[src/rtl/sat_mem_pkg.sv]
// -----------------------------------------------------------------------------
// sat_mem_pkg
// Shared definitions for the clause-store write path: loader FSM states,
// loader error codes, default capacities with their derived address widths,
// and the 33-bit literal magnitude helper.
// -----------------------------------------------------------------------------
package sat_mem_pkg;

    localparam int unsigned DEF_MAX_VARS    = 256;
    localparam int unsigned DEF_MAX_CLAUSES = 2560;
    localparam int unsigned DEF_MAX_LITS    = 10240;

    localparam int unsigned DEF_LIT_AW = $clog2(DEF_MAX_LITS);
    localparam int unsigned DEF_CLS_AW = $clog2(DEF_MAX_CLAUSES);
    localparam int unsigned DEF_VAR_W  = $clog2(DEF_MAX_VARS) + 1;

    typedef enum logic [1:0] {
        ST_IDLE  = 2'd0,
        ST_LOAD  = 2'd1,
        ST_DONE  = 2'd2,
        ST_ERROR = 2'd3
    } loader_state_t;

    typedef enum logic [1:0] {
        ERR_NONE    = 2'd0,
        ERR_BAD_VAR = 2'd1,
        ERR_LIT_OVF = 2'd2,
        ERR_CLS_OVF = 2'd3
    } loader_err_t;

    // Magnitude is taken one bit wider than the literal so that -2^31 yields
    // +2^31 (and is then rejected as out of range) instead of wrapping.
    function automatic logic [32:0] lit_abs33(input logic [31:0] lit);
        logic [32:0] ext;
        ext = {lit[31], lit};
        return ext[32] ? (~ext + 33'd1) : ext;
    endfunction

endpackage

[src/rtl/clause_loader_if.sv]
// -----------------------------------------------------------------------------
// clause_loader_if
// Literal stream into the clause loader (valid/ready handshake).
//   in_valid : beat valid              (master -> slave)
//   in_ready : loader accepts the beat (slave  -> master)
//   in_lit   : signed literal, 0 ends a clause
//   in_last  : final beat of the formula
// -----------------------------------------------------------------------------
interface clause_loader_if;

    logic        in_valid;
    logic        in_ready;
    logic [31:0] in_lit;
    logic        in_last;

    modport master (output in_valid, output in_lit, output in_last, input  in_ready);
    modport slave  (input  in_valid, input  in_lit, input  in_last, output in_ready);

endinterface

[src/rtl/clause_loader.sv]
// -----------------------------------------------------------------------------
// clause_loader
// Write-side front end of the clause store. Consumes a DIMACS-ordered literal
// stream and writes literals into lit_mem plus one {start, len} header per
// non-empty clause. Reports counts on completion and flags range/capacity
// errors.
// Ports:
//   clk, rst_n        : clock, asynchronous active-low reset
//   start             : one-cycle pulse, clears counters and begins a load
//   s_in              : literal stream (clause_loader_if.slave)
//   lit_we/addr/wdata : literal memory write port
//   cls_we/addr/start/len : clause header write port
//   done, error, err_code : completion / abort status (levels)
//   num_clauses, num_lits, max_var : load statistics
// All outputs are registered; a beat accepted at edge N writes in cycle N+1.
// -----------------------------------------------------------------------------
module clause_loader
    import sat_mem_pkg::*;
#(
    parameter int unsigned MAX_VARS    = DEF_MAX_VARS,
    parameter int unsigned MAX_CLAUSES = DEF_MAX_CLAUSES,
    parameter int unsigned MAX_LITS    = DEF_MAX_LITS
) (
    input  logic                               clk,
    input  logic                               rst_n,
    input  logic                               start,
    clause_loader_if.slave                     s_in,
    output logic                               lit_we,
    output logic [$clog2(MAX_LITS)-1:0]        lit_addr,
    output logic [31:0]                        lit_wdata,
    output logic                               cls_we,
    output logic [$clog2(MAX_CLAUSES)-1:0]     cls_addr,
    output logic [15:0]                        cls_start,
    output logic [15:0]                        cls_len,
    output logic                               done,
    output logic                               error,
    output logic [1:0]                         err_code,
    output logic [$clog2(MAX_CLAUSES):0]       num_clauses,
    output logic [$clog2(MAX_LITS):0]          num_lits,
    output logic [$clog2(MAX_VARS):0]          max_var
);

    localparam int unsigned LIT_AW = $clog2(MAX_LITS);
    localparam int unsigned CLS_AW = $clog2(MAX_CLAUSES);
    localparam int unsigned LIT_CW = LIT_AW + 1;
    localparam int unsigned CLS_CW = CLS_AW + 1;
    localparam int unsigned VAR_W  = $clog2(MAX_VARS) + 1;

    localparam logic [LIT_CW-1:0] LIT_CAP = LIT_CW'(MAX_LITS);
    localparam logic [CLS_CW-1:0] CLS_CAP = CLS_CW'(MAX_CLAUSES);
    localparam logic [32:0]       VAR_CAP = 33'(MAX_VARS);

    loader_state_t     r_state;
    loader_err_t       r_err_code;
    logic              r_in_ready;
    logic [LIT_CW-1:0] r_lit_ptr;
    logic [CLS_CW-1:0] r_cls_ptr;
    logic [LIT_CW-1:0] r_cur_start;
    logic [LIT_CW-1:0] r_cur_len;
    logic [VAR_W-1:0]  r_max_var;
    logic              r_done;
    logic              r_error;

    logic              r_lit_we;
    logic [LIT_AW-1:0] r_lit_addr;
    logic [31:0]       r_lit_wdata;
    logic              r_cls_we;
    logic [CLS_AW-1:0] r_cls_addr;
    logic [15:0]       r_cls_start;
    logic [15:0]       r_cls_len;

    logic              w_accept;
    logic              w_nonzero;
    logic [32:0]       w_abs;
    logic              w_do_lit;
    logic              w_do_cls;
    logic              w_fail;
    loader_err_t       w_fail_code;
    logic [LIT_CW-1:0] w_hdr_len;
    logic [LIT_CW-1:0] w_lit_ptr_nxt;

    assign w_accept  = s_in.in_valid & r_in_ready;
    assign w_nonzero = (s_in.in_lit != '0);
    assign w_abs     = lit_abs33(s_in.in_lit);

    // All capacity checks for a beat are resolved before any write is issued,
    // so a last-beat literal whose implicit clause close would overflow the
    // header store produces neither write.
    always_comb begin
        w_do_lit    = 1'b0;
        w_do_cls    = 1'b0;
        w_fail      = 1'b0;
        w_fail_code = ERR_NONE;
        w_hdr_len   = r_cur_len;
        if (w_accept) begin
            if (w_nonzero) begin
                if (w_abs > VAR_CAP) begin
                    w_fail      = 1'b1;
                    w_fail_code = ERR_BAD_VAR;
                end else if (r_lit_ptr == LIT_CAP) begin
                    w_fail      = 1'b1;
                    w_fail_code = ERR_LIT_OVF;
                end else if (s_in.in_last && (r_cls_ptr == CLS_CAP)) begin
                    w_fail      = 1'b1;
                    w_fail_code = ERR_CLS_OVF;
                end else begin
                    w_do_lit  = 1'b1;
                    w_do_cls  = s_in.in_last;
                    w_hdr_len = r_cur_len + LIT_CW'(1);
                end
            end else if (r_cur_len != '0) begin
                if (r_cls_ptr == CLS_CAP) begin
                    w_fail      = 1'b1;
                    w_fail_code = ERR_CLS_OVF;
                end else begin
                    w_do_cls = 1'b1;
                end
            end
        end
    end

    assign w_lit_ptr_nxt = r_lit_ptr + (w_do_lit ? LIT_CW'(1) : '0);

    always_ff @(posedge clk or negedge rst_n) begin
        if (!rst_n) begin
            r_state     <= ST_IDLE;
            r_err_code  <= ERR_NONE;
            r_in_ready  <= 1'b0;
            r_lit_ptr   <= '0;
            r_cls_ptr   <= '0;
            r_cur_start <= '0;
            r_cur_len   <= '0;
            r_max_var   <= '0;
            r_done      <= 1'b0;
            r_error     <= 1'b0;
            r_lit_we    <= 1'b0;
            r_lit_addr  <= '0;
            r_lit_wdata <= '0;
            r_cls_we    <= 1'b0;
            r_cls_addr  <= '0;
            r_cls_start <= '0;
            r_cls_len   <= '0;
        end else begin
            r_lit_we <= w_do_lit;
            r_cls_we <= w_do_cls;

            if (w_do_lit) begin
                r_lit_addr  <= r_lit_ptr[LIT_AW-1:0];
                r_lit_wdata <= s_in.in_lit;
                r_lit_ptr   <= w_lit_ptr_nxt;
                r_cur_len   <= r_cur_len + LIT_CW'(1);
                if (w_abs[VAR_W-1:0] > r_max_var) begin
                    r_max_var <= w_abs[VAR_W-1:0];
                end
            end

            // Header close takes priority over the length increment above:
            // the next clause starts right after this beat's literal.
            if (w_do_cls) begin
                r_cls_addr  <= r_cls_ptr[CLS_AW-1:0];
                r_cls_start <= 16'(r_cur_start);
                r_cls_len   <= 16'(w_hdr_len);
                r_cls_ptr   <= r_cls_ptr + CLS_CW'(1);
                r_cur_start <= w_lit_ptr_nxt;
                r_cur_len   <= '0;
            end

            case (r_state)
                ST_LOAD: begin
                    if (w_fail) begin
                        r_state    <= ST_ERROR;
                        r_err_code <= w_fail_code;
                        r_error    <= 1'b1;
                        r_in_ready <= 1'b0;
                    end else if (w_accept && s_in.in_last) begin
                        r_state    <= ST_DONE;
                        r_done     <= 1'b1;
                        r_in_ready <= 1'b0;
                    end
                end
                default: begin
                    if (start) begin
                        r_state     <= ST_LOAD;
                        r_in_ready  <= 1'b1;
                        r_err_code  <= ERR_NONE;
                        r_lit_ptr   <= '0;
                        r_cls_ptr   <= '0;
                        r_cur_start <= '0;
                        r_cur_len   <= '0;
                        r_max_var   <= '0;
                        r_done      <= 1'b0;
                        r_error     <= 1'b0;
                    end
                end
            endcase
        end
    end

    assign s_in.in_ready = r_in_ready;
    assign lit_we        = r_lit_we;
    assign lit_addr      = r_lit_addr;
    assign lit_wdata     = r_lit_wdata;
    assign cls_we        = r_cls_we;
    assign cls_addr      = r_cls_addr;
    assign cls_start     = r_cls_start;
    assign cls_len       = r_cls_len;
    assign done          = r_done;
    assign error         = r_error;
    assign err_code      = r_err_code;
    assign num_clauses   = r_cls_ptr;
    assign num_lits      = r_lit_ptr;
    assign max_var       = r_max_var;

endmodule

[src/flat_wrapper.sv]
// flat-port wrapper written by rule: the top's interface ports become plain ports
module clause_loader_flat import sat_mem_pkg::*;
#(
    parameter int unsigned MAX_VARS    = DEF_MAX_VARS,
    parameter int unsigned MAX_CLAUSES = DEF_MAX_CLAUSES,
    parameter int unsigned MAX_LITS    = DEF_MAX_LITS
)
  (clk, rst_n, start, lit_we, lit_addr, lit_wdata, cls_we, cls_addr, cls_start, cls_len, done, error, err_code, num_clauses, num_lits, max_var, s_in_in_valid, s_in_in_lit, s_in_in_last, s_in_in_ready);
  clause_loader_if s_in_i ();
  input  logic clk;
  input  logic rst_n;
  input  logic start;
  output logic lit_we;
  output logic [$clog2(MAX_LITS)-1:0] lit_addr;
  output logic [31:0] lit_wdata;
  output logic cls_we;
  output logic [$clog2(MAX_CLAUSES)-1:0] cls_addr;
  output logic [15:0] cls_start;
  output logic [15:0] cls_len;
  output logic done;
  output logic error;
  output logic [1:0] err_code;
  output logic [$clog2(MAX_CLAUSES):0] num_clauses;
  output logic [$clog2(MAX_LITS):0] num_lits;
  output logic [$clog2(MAX_VARS):0] max_var;
  input wire logic [$bits(s_in_i.in_valid)-1:0] s_in_in_valid;
  input wire logic [$bits(s_in_i.in_lit)-1:0] s_in_in_lit;
  input wire logic [$bits(s_in_i.in_last)-1:0] s_in_in_last;
  output wire logic [$bits(s_in_i.in_ready)-1:0] s_in_in_ready;
  assign s_in_i.in_valid = s_in_in_valid;
  assign s_in_i.in_lit = s_in_in_lit;
  assign s_in_i.in_last = s_in_in_last;
  assign s_in_in_ready = s_in_i.in_ready;
  clause_loader #(.MAX_VARS(MAX_VARS), .MAX_CLAUSES(MAX_CLAUSES), .MAX_LITS(MAX_LITS)) u_core (.clk(clk), .rst_n(rst_n), .start(start), .s_in(s_in_i), .lit_we(lit_we), .lit_addr(lit_addr), .lit_wdata(lit_wdata), .cls_we(cls_we), .cls_addr(cls_addr), .cls_start(cls_start), .cls_len(cls_len), .done(done), .error(error), .err_code(err_code), .num_clauses(num_clauses), .num_lits(num_lits), .max_var(max_var));
endmodule
[config.mk]
export PLATFORM = sky130hd
export DESIGN_NAME = clause_loader_flat
export DESIGN_NICKNAME = d
export VERILOG_FILES = /design/src/rtl/sat_mem_pkg.sv /design/src/rtl/clause_loader_if.sv /design/src/rtl/clause_loader.sv /design/src/flat_wrapper.sv
export SDC_FILE = /design/constraint.sdc
export NUM_CORES = 1
export LEC_CHECK = 0
export BUFFER_PORTS_ARGS = -buffer_cell sky130_fd_sc_hd__buf_2
export CORE_ASPECT_RATIO = 0.8
export CORE_MARGIN = 2
export CORE_UTILIZATION = 40
export DETAILED_ROUTE_END_ITERATION = 8
export PLACE_DENSITY_LB_ADDON = 0.08
export SYNTH_ARGS = -nofsm -noshare
export SYNTH_HDL_FRONTEND = slang
export SYNTH_SLANG_ARGS = --single-unit
[constraint.sdc]
create_clock -name clk -period 6.4 [get_ports clk]
set_clock_uncertainty 0.2 [all_clocks]
set_input_delay 1.28 -clock clk [delete_from_list [all_inputs] [get_ports clk]]
set_output_delay 1.28 -clock clk [all_outputs]
set_load 0.02 [all_outputs]
Yosys cells after proc, flatten, opt, wreduce, memory -nomap -nowiden
Index checks and enable logic that the tools add are counted.
{"block": "op_classes", "addsub": 4, "order_cmp": 2, "n_eq_ne": 7, "muxes": 67, "n_bitwise": 2, "reduce_logical": 8}
{"op": "2-to-1 mux 15 bit", "count": 15}
{"op": "2-to-1 mux 13 bit", "count": 3}
{"op": "2-to-1 mux 9 bit", "count": 4}
{"op": "adder 33 x 1 -> 33 bit (second input constant)", "count": 1}
{"op": "> comparator 33 x 9 -> 1 bit (second input constant)", "count": 1}
{"op": "2-to-1 mux 33 bit", "count": 1}
{"op": "inverter 33 bit", "count": 1}
{"op": "nonzero test 32 bit", "count": 1}
{"op": "2-to-1 mux 1 bit", "count": 30}
{"op": "2-to-1 mux 2 bit", "count": 14}
{"op": "adder 15 x 1 -> 15 bit (second input constant)", "count": 1}
{"op": "adder 15 bit", "count": 1}
{"op": "equality test 15 x 14 -> 1 bit (second input constant)", "count": 1}
{"op": "nonzero test 15 bit", "count": 1}
{"op": "adder 13 x 1 -> 13 bit (second input constant)", "count": 1}
{"op": "equality test 13 x 12 -> 1 bit (second input constant)", "count": 1}
{"op": "> comparator 9 bit", "count": 1}
{"op": "!= test 2 x 1 -> 1 bit (second input constant)", "count": 2}
{"op": "AND reduction 2 bit", "count": 2}
{"op": "!= test 3 x 1 -> 1 bit (second input constant)", "count": 1}
{"op": "AND reduction 3 bit", "count": 1}
{"op": "equality test 2 x 1 -> 1 bit (second input constant)", "count": 1}
{"op": "logical AND 1 bit", "count": 2}
{"op": "!= test 2 bit (second input constant)", "count": 1}
{"op": "other kinds (2)", "count": 2}
{"block": "word_totals", "regBits": 164, "inputBits": 37, "output_inout_bits": 134, "wordCells": 107}

Depth between registers and ports, before layout
{"block": "depth", "word_depth": 12, "depth_mapped": 21, "ltp_nobuf": 20}

Worst setup path before layout
No wires, ideal clock.
{"block": "synth_timing", "path_type": "input to register", "start": "input s_in_in_lit[0]", "end": "register u_core.r_lit_ptr[14] (netlist: u_core.num_lits[14])", "setup_time_ps": 132, "t_arrival_ps": 5204, "t_required_ps": 6068, "path_slack_ps": 864, "cell_stages": 21, "n_path_buf": 1, "path_cell_list": "inv_1 > ha_1 > or4b_1 > buf_2 > o31ai_1 > xor2_1 > a311o_1 > nor4b_1 > nand4_1 > nor2_1 > ha_1 > ha_1 > and3_1 > and3_1 > and3_1 > and3_1 > and3_1 > and3_1 > nand2_1 > xor2_1 > nor2_1"}
{"block": "synth_between", "elab_chain_len": 12, "word_cells_on_any_way": 13, "classes_between": "add/sub (2); order compare (1); mux (8); bitwise (1); reduce/logical (1)"}
{"element": "start: declaration", "line": "flat_wrapper.sv:27", "text": "input wire logic [$bits(s_in_i.in_lit)-1:0] s_in_in_lit;"}
{"element": "inverter 33 bit", "line": "sat_mem_pkg.sv:36", "text": "return ext[32] ? (~ext + 33'd1) : ext;"}
{"element": "adder 33 x 1 -> 33 bit", "line": "sat_mem_pkg.sv:36"}
{"element": "2-to-1 mux 33 bit", "line": "sat_mem_pkg.sv:36"}
{"element": "> comparator 33 x 9 -> 1 bit", "line": "clause_loader.sv:97", "text": "if (w_abs > VAR_CAP) begin"}
{"element": "2-to-1 mux 1 bit", "line": "clause_loader.sv:97"}
{"element": "2-to-1 mux 1 bit *", "line": "clause_loader.sv:96", "text": "if (w_nonzero) begin"}
{"element": "2-to-1 mux 1 bit *", "line": "clause_loader.sv:95", "text": "if (w_accept) begin"}
{"element": "net u_core.w_do_lit", "line": "clause_loader.sv:75", "text": "logic w_do_lit;"}
{"element": "2-to-1 mux 1 bit", "line": "clause_loader.sv:122", "text": "assign w_lit_ptr_nxt = r_lit_ptr + (w_do_lit ? LIT_CW'(1) : '0);"}
{"element": "adder 15 bit", "line": "clause_loader.sv:122"}
{"element": "2-to-1 mux 15 bit *", "line": "clause_loader.sv:147", "text": "if (w_do_lit) begin"}
{"element": "2-to-1 mux 15 bit", "line": "clause_loader.sv:182", "text": "if (start) begin"}
{"element": "2-to-1 mux 15 bit *", "line": "clause_loader.sv:168", "text": "case (r_state)"}
{"element": "end signal: assignment", "line": "clause_loader.sv:150", "text": "r_lit_ptr <= w_lit_ptr_nxt;"}
{"element": "end: declaration", "line": "clause_loader.sv:56", "text": "logic [LIT_CW-1:0] r_lit_ptr;"}
Mark *: on every way through the listed nets, which the timed path passes. The rest lies on a longest branch.
A chain may end at the register's enable or synchronous reset.

Final worst setup path
Ends and elaborated chain as after synthesis.

==> results.toml <==
[power]
worst_ir_drop_vdd_v = 0.0001499
power_leakage_nw = 5.590
p_per_area_nw_per_um2 = 219.8

[clocking]
cts_tree = "built"
clk_latency_ps = 430
cts_resized = 0
clk_path_buf_depth = 2
clk_pin_slew_ps = 70
hold_buffers = 0
htreeDepth = 4
clock-sinks = 164
post_cts_buffers = 0
cts_root_buf = "clkbuf_16"
cts_buffers = 17

[timing]
period_share_pct = 91.20
finalWorstSetupSlack_ps = 563.2
hold_violations = 0
fmax_mhz = 171.3
rsz0062_at_grt = "no"
worst_slew_pin_slew_ps = 952.2
period_minus_slack_ps = 5837
setup_viol = 0
timing.hold.ws_ps = 268.0
max-slew-margin-rel_pct = 36.42
fin_setup_tns_ps = 0
final_max_slew_viol_count = 0

[global_route]
grtUsageTotal_pct = 22.37
antenna_found_initial = 0
overflow = 0
grt_first_pass_wirelength_um = 40950
grt_pass1_vias = 7378
grt_max_degree = 90

[logic_synthesis]
syn_avg_cell_area_um2 = 9.355
ys_async_sr_fraction_pct = 100.0
synth_area_um2 = 8925
synth_area_leader_cell = "dfrtp_1"
ys_types = 81
ys_seq_elements = 164
synth-seq-area-share_pct = 45.98
ys_top_cells_by_area = "dfrtp_1, nand2_1, mux2_2, nor2_1, xor2_1"
synth_edf_count = 0
synthFlopType = "dfrtp_1"
synth_cells = 954
ys_warn_count = 0
synth_top_area_share_pct = 45.98

[placed_design]
dpl_worst_slack_ps = 155.2
portBuffers = 168
routabilityCongestion = 0.9284
dpl.cell_count = 1401
dp_hpwl_um = 18710
placed_cell_area_um2 = 10160

[die]
num_rows = 48
start_util_pct = 41.05
ioPinCount = 171
core_um2 = 21740
die_x_um = 171.0
die_h_um = 137.6
die_area_um2 = 23530

[cells_and_area]
nNetsFinal = 1173
antenna_cells = 0
fin_area_um2 = 10770
drive_above_1_share_pct = 25.33
layout.filler_cells = 2117
area_delta_synth_final_pct = 20.68
fin_cells = 1433

[min_path]
min_delay_path_depth = 2
hold_class = "reg2reg"

[detailed_routing]
drc = 0
dr.pass1.iters = 5
postRouteAntennaNets = 0
vias = 7770
drt_iter0_drc = 694
wire_per_inst_um = 17.85
via_per_inst = 5.422
drt-total-wl_um = 25590

[setup_path]
endpoint_kind = "flop"
worst_ep_arrival_time_ps = 5930
crit_required_ps = 6490
crit_type = "in2reg"
cp-start-kind = "primary input"
crit_fanout = 6
reg2reg_depth = 19

[run_status]
status = "finished clean"

[run]
max_cap_viol_count = 0
[placed cells by master, fill, tap and decap left out, types with 6 or more instances in the layout]
cell	synthesis	routed
mux2i_1	20	20
or4_1	7	7
nor2_1	69	69
nand3_1	38	37
nand2_1	182	182
and3_1	25	25
o21ai_0	24	24
xnor2_1	21	21
nor4b_1	6	6
nor4_1	30	30
or3_1	9	9
clkbuf_16	0	17
a31oi_1	6	6
mux2_2	25	25
buf_4	4	29
o31ai_1	18	18
a21oi_1	21	21
inv_1	37	37
xor2_1	27	27
nand2b_1	13	13
nand4_1	23	23
buf_2	22	167
nor3_1	17	17
ha_1	16	16
dfrtp_1	164	164
[cells in the mapped netlist (all sizes together) (20+ instances only)]
cell type and number:
mux2i 20, mux2 27, a21oi 21, xor2 27, clkbuf 21, nand3 39, o21ai 26, buf 31
nand2 182, inv 37, dfrtp 164, nor2 69, and3 25, nor4 37, nand4 24, xnor2 21
[sequential cells by signal (all words and copies together) (netlist names)]
signal,flops
u_core.lit_we,1
u_core.lit_addr,14
u_core.num_lits,15
u_core.done,1
u_core.s_in.in_ready,1
u_core.max_var,9
u_core.error,1
u_core.lit_wdata,32
u_core.cls_we,1
u_core.cls_addr,12
u_core.cls_len,15
u_core.r_cur_start,15
u_core.num_clauses,13
u_core.err_code,2
u_core.r_cur_len,15
u_core.cls_start,15
u_core.r_state,2
[routing by layer]
metal | routed length [um] | track usage, % | vias up
met3 | 1445 | 4.338 | 31
met4 | 372 | 6.544 | 0
li1 | - | - | 3736
met2 | 10520 | 31.38 | 252
met5 | 0 | 0 | -
met1 | 13240 | 34.47 | 3751
[critical path, cell delays in order]
cell     delay [ps]
buf_2           150
inv_1           130
ha_1            260
or4b_1          600
o31ai_1         330
xor2_1          320
a311o_1         230
nor4b_1         250
nand4_1         190
nor2_1          190
ha_1            180
ha_1            210
and3_1          230
and3_1          230
and3_1          230
and3_1          230
and3_1          230
and3_1          200
nand2_1          70
xor2_1          150
nor2_1           60
[worst paths after layout]
kind	startpoint	to	slack, ps
min in group asynchronous	rst_n	u_core.cls_addr[7]$_DFFE_PN0P_	690
setup / recovery	s_in_in_lit[0]	u_core.num_lits[14]$_DFF_PN0_	560
hold reg to reg	u_core.lit_wdata[2]$_DFFE_PN0N_	u_core.lit_wdata[2]$_DFFE_PN0N_	270
setup reg to reg	u_core.num_clauses[0]$_DFF_PN0_	u_core.num_lits[14]$_DFF_PN0_	1820
max in group asynchronous	rst_n	u_core.lit_addr[3]$_DFFE_PN0N_	4180
hold / removal	u_core.lit_wdata[2]$_DFFE_PN0N_	u_core.lit_wdata[2]$_DFFE_PN0N_	270
[cell type report]
class | instances | area (um2) | share of cell area, %
multi-input combinational | 701 | 4453 | 41.35
clock inverter | 15 | 185.2 | 1.719
tap | 300 | 375.4 | 3.485
sequential | 164 | 4104 | 38.10
inverter | 38 | 142.6 | 1.324
timing repair buffer | 198 | 1085 | 10.07
clock buffer | 17 | 425.4 | 3.950
[stage by stage]
step                util, %  power, W
finish                49.54  0.002367
detailed placement    46.73  0.001358
global placement      46.73  0.001360
CTS                   49.54  0.002395
floorplan                 -  0.001242
global route          49.54  0.002472
[kinds of logic after synthesis]
group	share of synthesized area (%)
compound gates	10.33
xor+xnor	4.711
fa+ha+maj	2.243
buf+inv	4.346
flops	45.98
mux	5.650
other cells	0.04202
simple gates	26.69
[power by group]
group	total, W	internal (W)	switching [W]	leakage [nW]
registers	0.00106	0.00105	0.0000100	2.23
clock network	0.00103	0.000532	0.000498	0.292
logic	0.000279	0.0000815	0.000197	3.07
total	0.00237	0.00166	0.000705	5.59
(Power assumes the default switching activity.)
